### config.mk
export PLATFORM = sky130hd
export DESIGN_NAME = pipelined_adder
export DESIGN_NICKNAME = d
export VERILOG_FILES = /design/src/rtl/pipelined_adder.sv
export SDC_FILE = /design/constraint.sdc
export NUM_CORES = 1
export LEC_CHECK = 0
export BUFFER_PORTS_ARGS = -buffer_cell sky130_fd_sc_hd__buf_2
export CAP_MARGIN = 40
export CORE_ASPECT_RATIO = 0.75
export CORE_MARGIN = 10
export CORE_UTILIZATION = 49
export DETAILED_ROUTE_END_ITERATION = 10
export PLACE_DENSITY = 0.77
export SYNTH_ARGS = -nofsm -noshare
export SYNTH_HDL_FRONTEND = slang
export SYNTH_SLANG_ARGS = --single-unit
### constraint.sdc
create_clock -name clk -period 2.05 [get_ports clk]
set_input_delay 0.205 -clock clk [delete_from_list [all_inputs] [get_ports clk]]
set_output_delay 0.205 -clock clk [all_outputs]
set_load 0.05 [all_outputs]
### src/rtl/pipelined_adder.sv
// Pipelined ripple adder: the operands are cut into STAGES equal segments and
// each pipeline stage adds one segment with the carry registered by the stage
// before it. Upper operand segments travel forward in skew registers; finished
// sum segments travel forward alongside, so the full sum is aligned at the last
// stage. A single stall (result valid but not taken) freezes the whole pipe.
module pipelined_adder #(
    parameter int DATA_WIDTH = 8,
    parameter int STAGES     = 2
) (
    input  logic                  clk,
    input  logic                  rst,
    input  logic                  in_valid,
    output logic                  in_ready,
    input  logic [DATA_WIDTH-1:0] a,
    input  logic [DATA_WIDTH-1:0] b,
    input  logic                  cin,
    output logic                  out_valid,
    input  logic                  out_ready,
    output logic [DATA_WIDTH:0]   y
);

    // Segment width; guarded so an illegal STAGES reaches the error below
    // instead of a division by zero.
    localparam int W = (STAGES > 0) ? (DATA_WIDTH / STAGES) : DATA_WIDTH;
    localparam int REM = (STAGES > 0) ? (DATA_WIDTH % STAGES) : 1;

    if ((STAGES < 1) || (STAGES > DATA_WIDTH) || (REM != 0)) begin : g_bad_params
        $error("pipelined_adder: STAGES must be in 1..DATA_WIDTH and divide DATA_WIDTH");
    end

    logic stall;

    for (genvar k = 0; k < STAGES; k++) begin : g_stage
        // Width of the partial sum held by this stage: segments 0..k.
        localparam int SW = (k + 1) * W;

        logic          vld_p;
        logic          carry_p;
        logic [SW-1:0] sum_p;

        logic [W-1:0]  seg_a;
        logic [W-1:0]  seg_b;
        logic          c_in;
        logic          v_in;
        logic [W:0]    seg_sum;
        logic [SW-1:0] sum_next;

        if (k == 0) begin : g_src
            assign seg_a = a[W-1:0];
            assign seg_b = b[W-1:0];
            assign c_in  = cin;
            assign v_in  = in_valid;
        end else begin : g_src
            assign seg_a = g_stage[k-1].g_fwd.a_p[W-1:0];
            assign seg_b = g_stage[k-1].g_fwd.b_p[W-1:0];
            assign c_in  = g_stage[k-1].carry_p;
            assign v_in  = g_stage[k-1].vld_p;
        end

        assign seg_sum = {1'b0, seg_a} + {1'b0, seg_b} + {{W{1'b0}}, c_in};

        if (k == 0) begin : g_sum
            assign sum_next = seg_sum[W-1:0];
        end else begin : g_sum
            assign sum_next = {seg_sum[W-1:0], g_stage[k-1].sum_p};
        end

        // Stage valid bit: bubbles advance like data, reset flushes the stage.
        always_ff @(posedge clk) begin
            if (rst) begin
                vld_p <= 1'b0;
            end else if (!stall) begin
                vld_p <= v_in;
            end
        end

        if (k < STAGES - 1) begin : g_fwd
            // Segments k+1..STAGES-1 of each operand still waiting for their stage.
            localparam int UW = (STAGES - 1 - k) * W;

            logic [UW-1:0] a_p;
            logic [UW-1:0] b_p;

            if (k == 0) begin : g_load
                // Skew registers fed straight from the operand inputs.
                always_ff @(posedge clk) begin
                    if (!stall) begin
                        a_p <= a[DATA_WIDTH-1:W];
                        b_p <= b[DATA_WIDTH-1:W];
                    end
                end
            end else begin : g_load
                // Skew registers drop the segment consumed by this stage.
                always_ff @(posedge clk) begin
                    if (!stall) begin
                        a_p <= g_stage[k-1].g_fwd.a_p[UW+W-1:W];
                        b_p <= g_stage[k-1].g_fwd.b_p[UW+W-1:W];
                    end
                end
            end
        end

        if (k < STAGES - 1) begin : g_data
            // Inner stage data: partial sum and carry, meaningful only with vld_p.
            always_ff @(posedge clk) begin
                if (!stall) begin
                    sum_p   <= sum_next;
                    carry_p <= seg_sum[W];
                end
            end
        end else begin : g_data
            // Output stage data doubles as y: cleared by reset and loaded with
            // zero for a bubble so stale inner data never reaches the port.
            always_ff @(posedge clk) begin
                if (rst) begin
                    sum_p   <= '0;
                    carry_p <= 1'b0;
                end else if (!stall) begin
                    if (v_in) begin
                        sum_p   <= sum_next;
                        carry_p <= seg_sum[W];
                    end else begin
                        sum_p   <= '0;
                        carry_p <= 1'b0;
                    end
                end
            end
        end
    end

    assign stall     = g_stage[STAGES-1].vld_p && !out_ready;
    // Reset flushes the pipe, so operands offered during reset are simply
    // dropped and the block reports ready throughout.
    assign in_ready  = !stall || rst;
    assign out_valid = g_stage[STAGES-1].vld_p;
    assign y         = {g_stage[STAGES-1].carry_p, g_stage[STAGES-1].sum_p};

endmodule
==> results.py, run 1 <==
metrics = {
    "yosys": {
        "synthArstFlopShare": 0,
        "synthesis.nets": 103,
        "synth.yosys.seq_area_share": 0.5944,
        "avgSynthCellArea_um2": 14.27,
        "netlist_instances": 72,
        "synth_edf_count": 13,
        "synth_cell_types": 23,
        "synth-seq-cells": 24,
        "synthFlopType": "edfxtp_1",
        "netlist_area_um2": 1027,
        "yosysWarnings": 0,
    },
    "timing": {
        "tightestPinTransition_ns": 0.5742,
        "final.setup_skew_ns": 0.005319,
        "slew_headroom": 0.6155,
        "finalMaxSlewViolations": 0,
        "rsz0062_at_grt": "no",
        "max_freq_mhz": 516.5,
        "hold_viol": 0,
        "period_minus_slack_ns": 1.936,
        "setup_violations": 0,
        "setup_tns_ns": 0,
        "period_share": 0.9444,
    },
    "route": {
        "routed_via_density": 4.901,
        "drt-initial-drc-count": 40,
        "wl_um": 1877,
        "ant_nets": 0,
        "wl_per_cell_um": 14.33,
        "route.vias.total": 642,
        "firstDrtPassIters": 4,
        "drcViolationCount": 0,
    },
    "pwr": {
        "p_int_w": 0.0006978,
        "p_sw_w": 0.0002417,
        "powerDensity_nw_per_um2": 757.0,
        "p_leak_nw": 0.5801,
        "ir_drop_mv": 0.4693,
        "pwr-share-comb": 0.175,
        "p_clk_frac": 0.221,
        "p_seq_frac": 0.604,
        "p_sw_frac": 0.2573,
    },
    "floorplan": {
        "die-area_um2": 4347,
        "die_y_um": 59.65,
        "core_area_um2": 1997,
        "die_w_um": 72.87,
        "num_rows": 14,
        "pin_count": 32,
        "initial_core_util": 0.5144,
    },
    "global_routing": {
        "grt_pass1_vias": 702,
        "antenna_found_initial": 0,
        "grt_pass1_wl_um": 3105,
        "grt.total_usage": 0.09486,
        "grt_max_degree": 15,
        "overflow": 0,
    },
    "hold_path": {
        "hold_path_class": "primary input to flip-flop",
    },
    "final_layout": {
        "drive_gt1_frac": 0.3832,
        "diodes": 0,
        "final_nets": 139,
        "finalCoreUtilization": 0.6216,
        "syn_to_final_growth_pct": 20.83,
    },
    "run_status": {
        "status": "complete, no violations",
    },
    "run": {
        "cap_violations": 0,
    },
    "clock_tree": {
        "cts-root-buf": "clkbuf_4",
        "clock_latency_ns": 0.31,
        "post-cts-setup-buffers": 0,
        "cts.sinks": 24,
        "cts_buffer_depth": 2,
        "postCtsHoldBufs": 0,
        "htreeDepth": 1,
        "tritoncts": "built",
        "clk_pin_slew_ns": 0.12,
        "cts_buffers": 3,
    },
    "critical_path": {
        "cp_max_fo": 2,
        "cp-end-kind": "flip-flop",
        "crit_required_ns": 2.27,
        "arrival_ns": 2.15,
        "critPathLaunchType": "flip-flop",
        "criticalPathCategory": "flip-flop to flip-flop",
    },
    "placed_design": {
        "port_buffers": 31,
        "finalWeightedCongestion": 0.7729,
        "dp_hpwl_um": 1534,
    },
}
## metrics by stage
stage	instance area, um^2	cells	power [W]	hold slack, ns	worst slack [ns]
2_1_floorplan	1027	72	0.0006904	0.2741	0.1612
3_3_place_gp	1212	127	0.0007368	0.3816	0.1242
3_5_place_dp	1212	127	0.0007451	0.3831	0.08795
4_1_cts	1239	131	0.0009485	0.05005	0.04926
5_1_grt	1241	131	0.0009979	0.02911	0.02570
6_report	1241	131	0.0009395	0.05864	0.1140
## logic make-up after synthesis
kind of cell / share of synthesized area
flip-flops: 0.5944
AO/OA/AOI/OAI: 0.1291
AND/OR/NAND/NOR: 0.07067
adder cells (fa/ha/maj): 0.1510
buffers and inverters: 0.02923
XOR/XNOR: 0.02558
## state kept, by name, indices dropped and copies added, names as in the netlist
register	flops
g_stage.carry_p	2
g_stage.g_fwd.a_p	4
g_stage.vld_p	1
g_stage.sum_p	12
out_valid	1
g_stage.g_fwd.b_p	4
## power groups by stage
| stage | combinational (W) | clock, W | sequential, W |
|---|---|---|---|
| floorplan | 0.0000829 | 0 | 0.000607 |
| global placement | 0.000159 | 0 | 0.000578 |
| detailed placement | 0.000166 | 0 | 0.000579 |
| CTS | 0.000167 | 0.000214 | 0.000568 |
| global route | 0.000184 | 0.000240 | 0.000574 |
| finish | 0.000165 | 0.000207 | 0.000568 |
## worst max-delay path, stage by stage (launching register included)
cell and delay [ns]:
edfxtp_1 0.41, fa_1 0.48, fa_2 0.37, a21o_2 0.22
a21o_1 0.17, a22o_1 0.19
## layer usage
layer / vias to the layer above / global-route usage / wire length [um]
met5: - / 0 / 0
met4: 0 / 0.06486 / 50
met3: 5 / 0.06126 / 199
met2: 25 / 0.1395 / 833
met1: 281 / 0.09773 / 794
li1: 331 / - / -
## path summary, 6_finish.rpt
check,start,cells after the start,slack [ns],to
setup / recovery,g_stage[0].carry_p$_DFFE_PN_,5,0.11,g_stage[1].carry_p$_SDFFE_PP0N_
hold / removal,a[7],1,0.06,g_stage[0].g_fwd.a_p[3]$_DFFE_PN_
setup reg to reg,g_stage[0].carry_p$_DFFE_PN_,5,0.11,g_stage[1].carry_p$_SDFFE_PP0N_
hold reg to reg,g_stage[0].sum_p[2]$_DFFE_PN_,1,0.46,g_stage[1].sum_p[2]$_SDFFE_PP0N_
## layout by cell type (no fill, tap or decap), drive strengths merged, types with 3 or more instances in the layout
cell type	n
ha	6
dfxtp	11
nor2	3
buf	32
a22o	8
fa	4
clkbuf	4
edfxtp	13
inv	6
a21o	4
## synth_stat cells, types with 2 or more instances
cell type / count / area share
edfxtp_1: 13 / 0.38
dfxtp_1: 11 / 0.21
a22o_1: 8 / 0.068
ha_1: 6 / 0.073
inv_1: 6 / 0.022
fa_1: 4 / 0.078
a21o_1: 2 / 0.015
a21o_2: 2 / 0.017
a21oi_1: 2 / 0.0097
nand2_1: 2 / 0.0073
nor2_1: 2 / 0.0073
o21ai_0: 2 / 0.0097
xnor2_1: 2 / 0.017
## final cells by class
| cell class | instances | area, um^2 |
|---|---|---|
| Timing Repair Buffer | 32 | 162.7 |
| Sequential cell | 24 | 610.6 |
| Inverter | 6 | 22.52 |
| Multi-Input combinational cell | 41 | 389.1 |
| Clock buffer | 4 | 26.28 |
| Fill cell | 174 | 755.7 |
| Tap cell | 24 | 30.03 |
## repair_timing
action | CTS | global route
resized for setup | 0 | 1
endpoints found under the hold margin | 0 | 0
endpoints found under the setup margin | 0 | 1
Power figures use the tool's default switching activity.
==> run 2: changes to the inputs <==
--- a/config.mk
+++ b/config.mk
@@ -5,13 +5,14 @@
 export SDC_FILE = /design/constraint.sdc
 export NUM_CORES = 1
 export LEC_CHECK = 0
+export ABC_AREA = 1
 export BUFFER_PORTS_ARGS = -buffer_cell sky130_fd_sc_hd__buf_2
 export CAP_MARGIN = 40
 export CORE_ASPECT_RATIO = 0.75
 export CORE_MARGIN = 10
 export CORE_UTILIZATION = 49
 export DETAILED_ROUTE_END_ITERATION = 10
-export PLACE_DENSITY = 0.77
+export PLACE_DENSITY = 0.76
 export SYNTH_ARGS = -nofsm -noshare
 export SYNTH_HDL_FRONTEND = slang
 export SYNTH_SLANG_ARGS = --single-unit
==> results.py, run 2 <==
metrics = {
    "final_layout": {
        "syn_to_final_growth_pct": 18.93,
        "top_register": "g_stage.sum_p",
        "layout_common_cells": "buf_2, nand2_1, edfxtp_1",
        "final_nets": 163,
        "reg_top3": "g_stage.sum_p: 12 flops, g_stage.g_fwd.a_p: 4 flops, g_stage.g_fwd.b_p: 4 flops",
        "diodes": 0,
        "finalCoreUtilization": 0.6252,
        "drive_gt1_frac": 0.3282,
        "final_common_cell": "buf_2",
        "largest_reg_flops": 12,
    },
    "timing": {
        "final.setup_skew_ns": 0.001813,
        "layout_setup_ws_ns": 0.2825,
        "period_minus_slack_ns": 1.767,
        "hold_viol": 0,
        "slew_headroom": 0.7560,
        "whs_ns": 0.06371,
        "setup_tns_ns": 0,
        "setup_violations": 0,
        "rsz0062_at_grt": "no",
        "period_share": 0.8622,
        "max_freq_mhz": 565.8,
        "tightestPinTransition_ns": 0.3655,
        "finalMaxSlewViolations": 0,
    },
    "placed_design": {
        "port_buffers": 31,
        "dp_hpwl_um": 1605,
        "place_ws_ns": 0.3082,
        "finalWeightedCongestion": 0.7823,
    },
    "clock_tree": {
        "clock_latency_ns": 0.31,
        "tritoncts": "built",
        "post-cts-setup-buffers": 0,
        "cts.sinks": 24,
        "cts_buffer_depth": 2,
        "clk_pin_slew_ns": 0.11,
        "cts_buffers": 3,
        "postCtsHoldBufs": 0,
        "cts-resized-gates": 0,
        "htreeDepth": 1,
        "cts-root-buf": "clkbuf_4",
    },
    "pwr": {
        "powerDensity_nw_per_um2": 744.1,
        "finalPower_w": 0.0009533,
        "ir_drop_mv": 0.5361,
        "p_leak_nw": 0.6331,
    },
    "global_routing": {
        "antenna_found_initial": 0,
        "grt.total_usage": 0.09193,
        "grt_max_degree": 16,
        "grt_pass1_vias": 777,
        "overflow": 0,
        "grt_pass1_wl_um": 3277,
    },
    "yosys": {
        "synthFlopType": "edfxtp_1",
        "avgSynthCellArea_um2": 11.11,
        "synthesis.nets": 128,
        "synth.yosys.seq_area_share": 0.5668,
        "netlist_area_um2": 1077,
        "synth_edf_count": 13,
        "synthArstFlopShare": 0,
        "synth-seq-cells": 24,
        "synth_cell_types": 19,
        "ys_top_cells_by_count": "nand2_1, edfxtp_1, dfxtp_1, inv_1, ha_1",
        "netlist_instances": 97,
        "synth_top_area_frac": 0.3624,
        "synth_top_area_cell": "edfxtp_1",
        "yosysWarnings": 0,
        "netlist_top_cells_area": "edfxtp_1, dfxtp_1, nand2_1",
        "yosysMostFrequentCell": "nand2_1",
    },
    "critical_path": {
        "arrival_ns": 1.99,
        "crit_required_ns": 2.27,
        "criticalPathCategory": "flip-flop to flip-flop",
        "cp_max_fo": 2,
        "regToRegStartpoint": "g_stage[0].carry_p$_DFFE_PN_",
        "critPathLaunchType": "flip-flop",
        "cp-end-kind": "flip-flop",
        "cp-startpoint": "g_stage[0].carry_p$_DFFE_PN_",
        "rrSetupSlack_ns": 0.28,
    },
    "floorplan": {
        "num_rows": 14,
        "die_y_um": 60.61,
        "initial_core_util": 0.5256,
        "pin_count": 32,
        "die_w_um": 74.14,
        "die-area_um2": 4493,
        "core_area_um2": 2049,
    },
    "route": {
        "ant_nets": 0,
        "drt-initial-drc-count": 30,
        "routed_via_density": 4.658,
        "firstDrtPassIters": 4,
        "wl_per_cell_um": 12.26,
        "drcViolationCount": 0,
        "route.vias.total": 722,
        "wl_um": 1901,
    },
    "run": {
        "cap_violations": 0,
    },
    "hold_path": {
        "min_from": "b[6]",
        "hold_path_class": "primary input to flip-flop",
    },
    "run_status": {
        "status": "complete, no violations",
    },
}
[run 2: cell types whose count changed after synthesis, moves of 2 or more]
| cell | before | now |
|---|---|---|
| a22o_1 | 8 | 0 |
| a21o_2 | 2 | 0 |
| a21o_1 | 2 | 0 |
| nand2_1 | 2 | 29 |
| inv_2 | 0 | 4 |
| a21oi_1 | 2 | 4 |
| nand3_1 | 0 | 5 |
| nor2_4 | 0 | 2 |
[run 2: layout make-up]
| type | instances | area, um^2 |
|---|---|---|
| Fill cell | 163 | 768.2 |
| Sequential cell | 24 | 610.6 |
| Multi-Input combinational cell | 61 | 417.9 |
| Timing Repair Buffer | 31 | 155.1 |
| Inverter | 11 | 41.29 |
| Tap cell | 24 | 30.03 |
| Clock buffer | 4 | 26.28 |
[run 2: final timing paths]
check | to | depth (start not counted)
worst max-delay path | g_stage[1].carry_p$_SDFFE_PP0N_ | 6
worst min-delay path | g_stage[0].g_fwd.b_p[2]$_DFFE_PN_ | 1
worst min register to register | g_stage[1].sum_p[0]$_SDFFE_PP0N_ | 2
worst max register to register | g_stage[1].carry_p$_SDFFE_PP0N_ | 6
[run 2: critical path, cell delays in order (launching register included)]
cell and delay [ns]:
edfxtp_1 0.41, fa_1 0.48, fa_1 0.42, a21oi_1 0.19
o21bai_1 0.08, nand2_1 0.06, nand2_1 0.04
[run 2: kinds of logic after synthesis]
family,share of synthesized area
buffers and inverters,0.04530
AND/OR/NAND/NOR,0.1765
AO/OA/AOI/OAI,0.04298
adder cells (fa/ha/maj),0.1440
XOR/XNOR,0.02439
flip-flops,0.5668
[run 2: where the power goes]
group	internal, W	leakage (nW)	switching [W]
combinational	0.0000659	0.392	0.000114
sequential	0.000554	0.226	0.0000170
clock	0.0000760	0.0150	0.000126
total	0.000696	0.633	0.000257
[run 2: per-layer routing]
layer,wire [um],vias up,track usage
met5,0,-,0
met2,871,26,0.1578
li1,-,380,-
met1,801,314,0.09579
met4,27,0,0.04775
met3,201,2,0.03752
[run 2: per-stage QoR]
| stage | area [um^2] | cells |
|---|---|---|
| final | 1281 | 155 |
| after detailed placement | 1255 | 151 |
| after global placement | 1255 | 151 |
| after global routing | 1281 | 155 |
| after CTS | 1281 | 155 |
| after floorplan | 1077 | 97 |
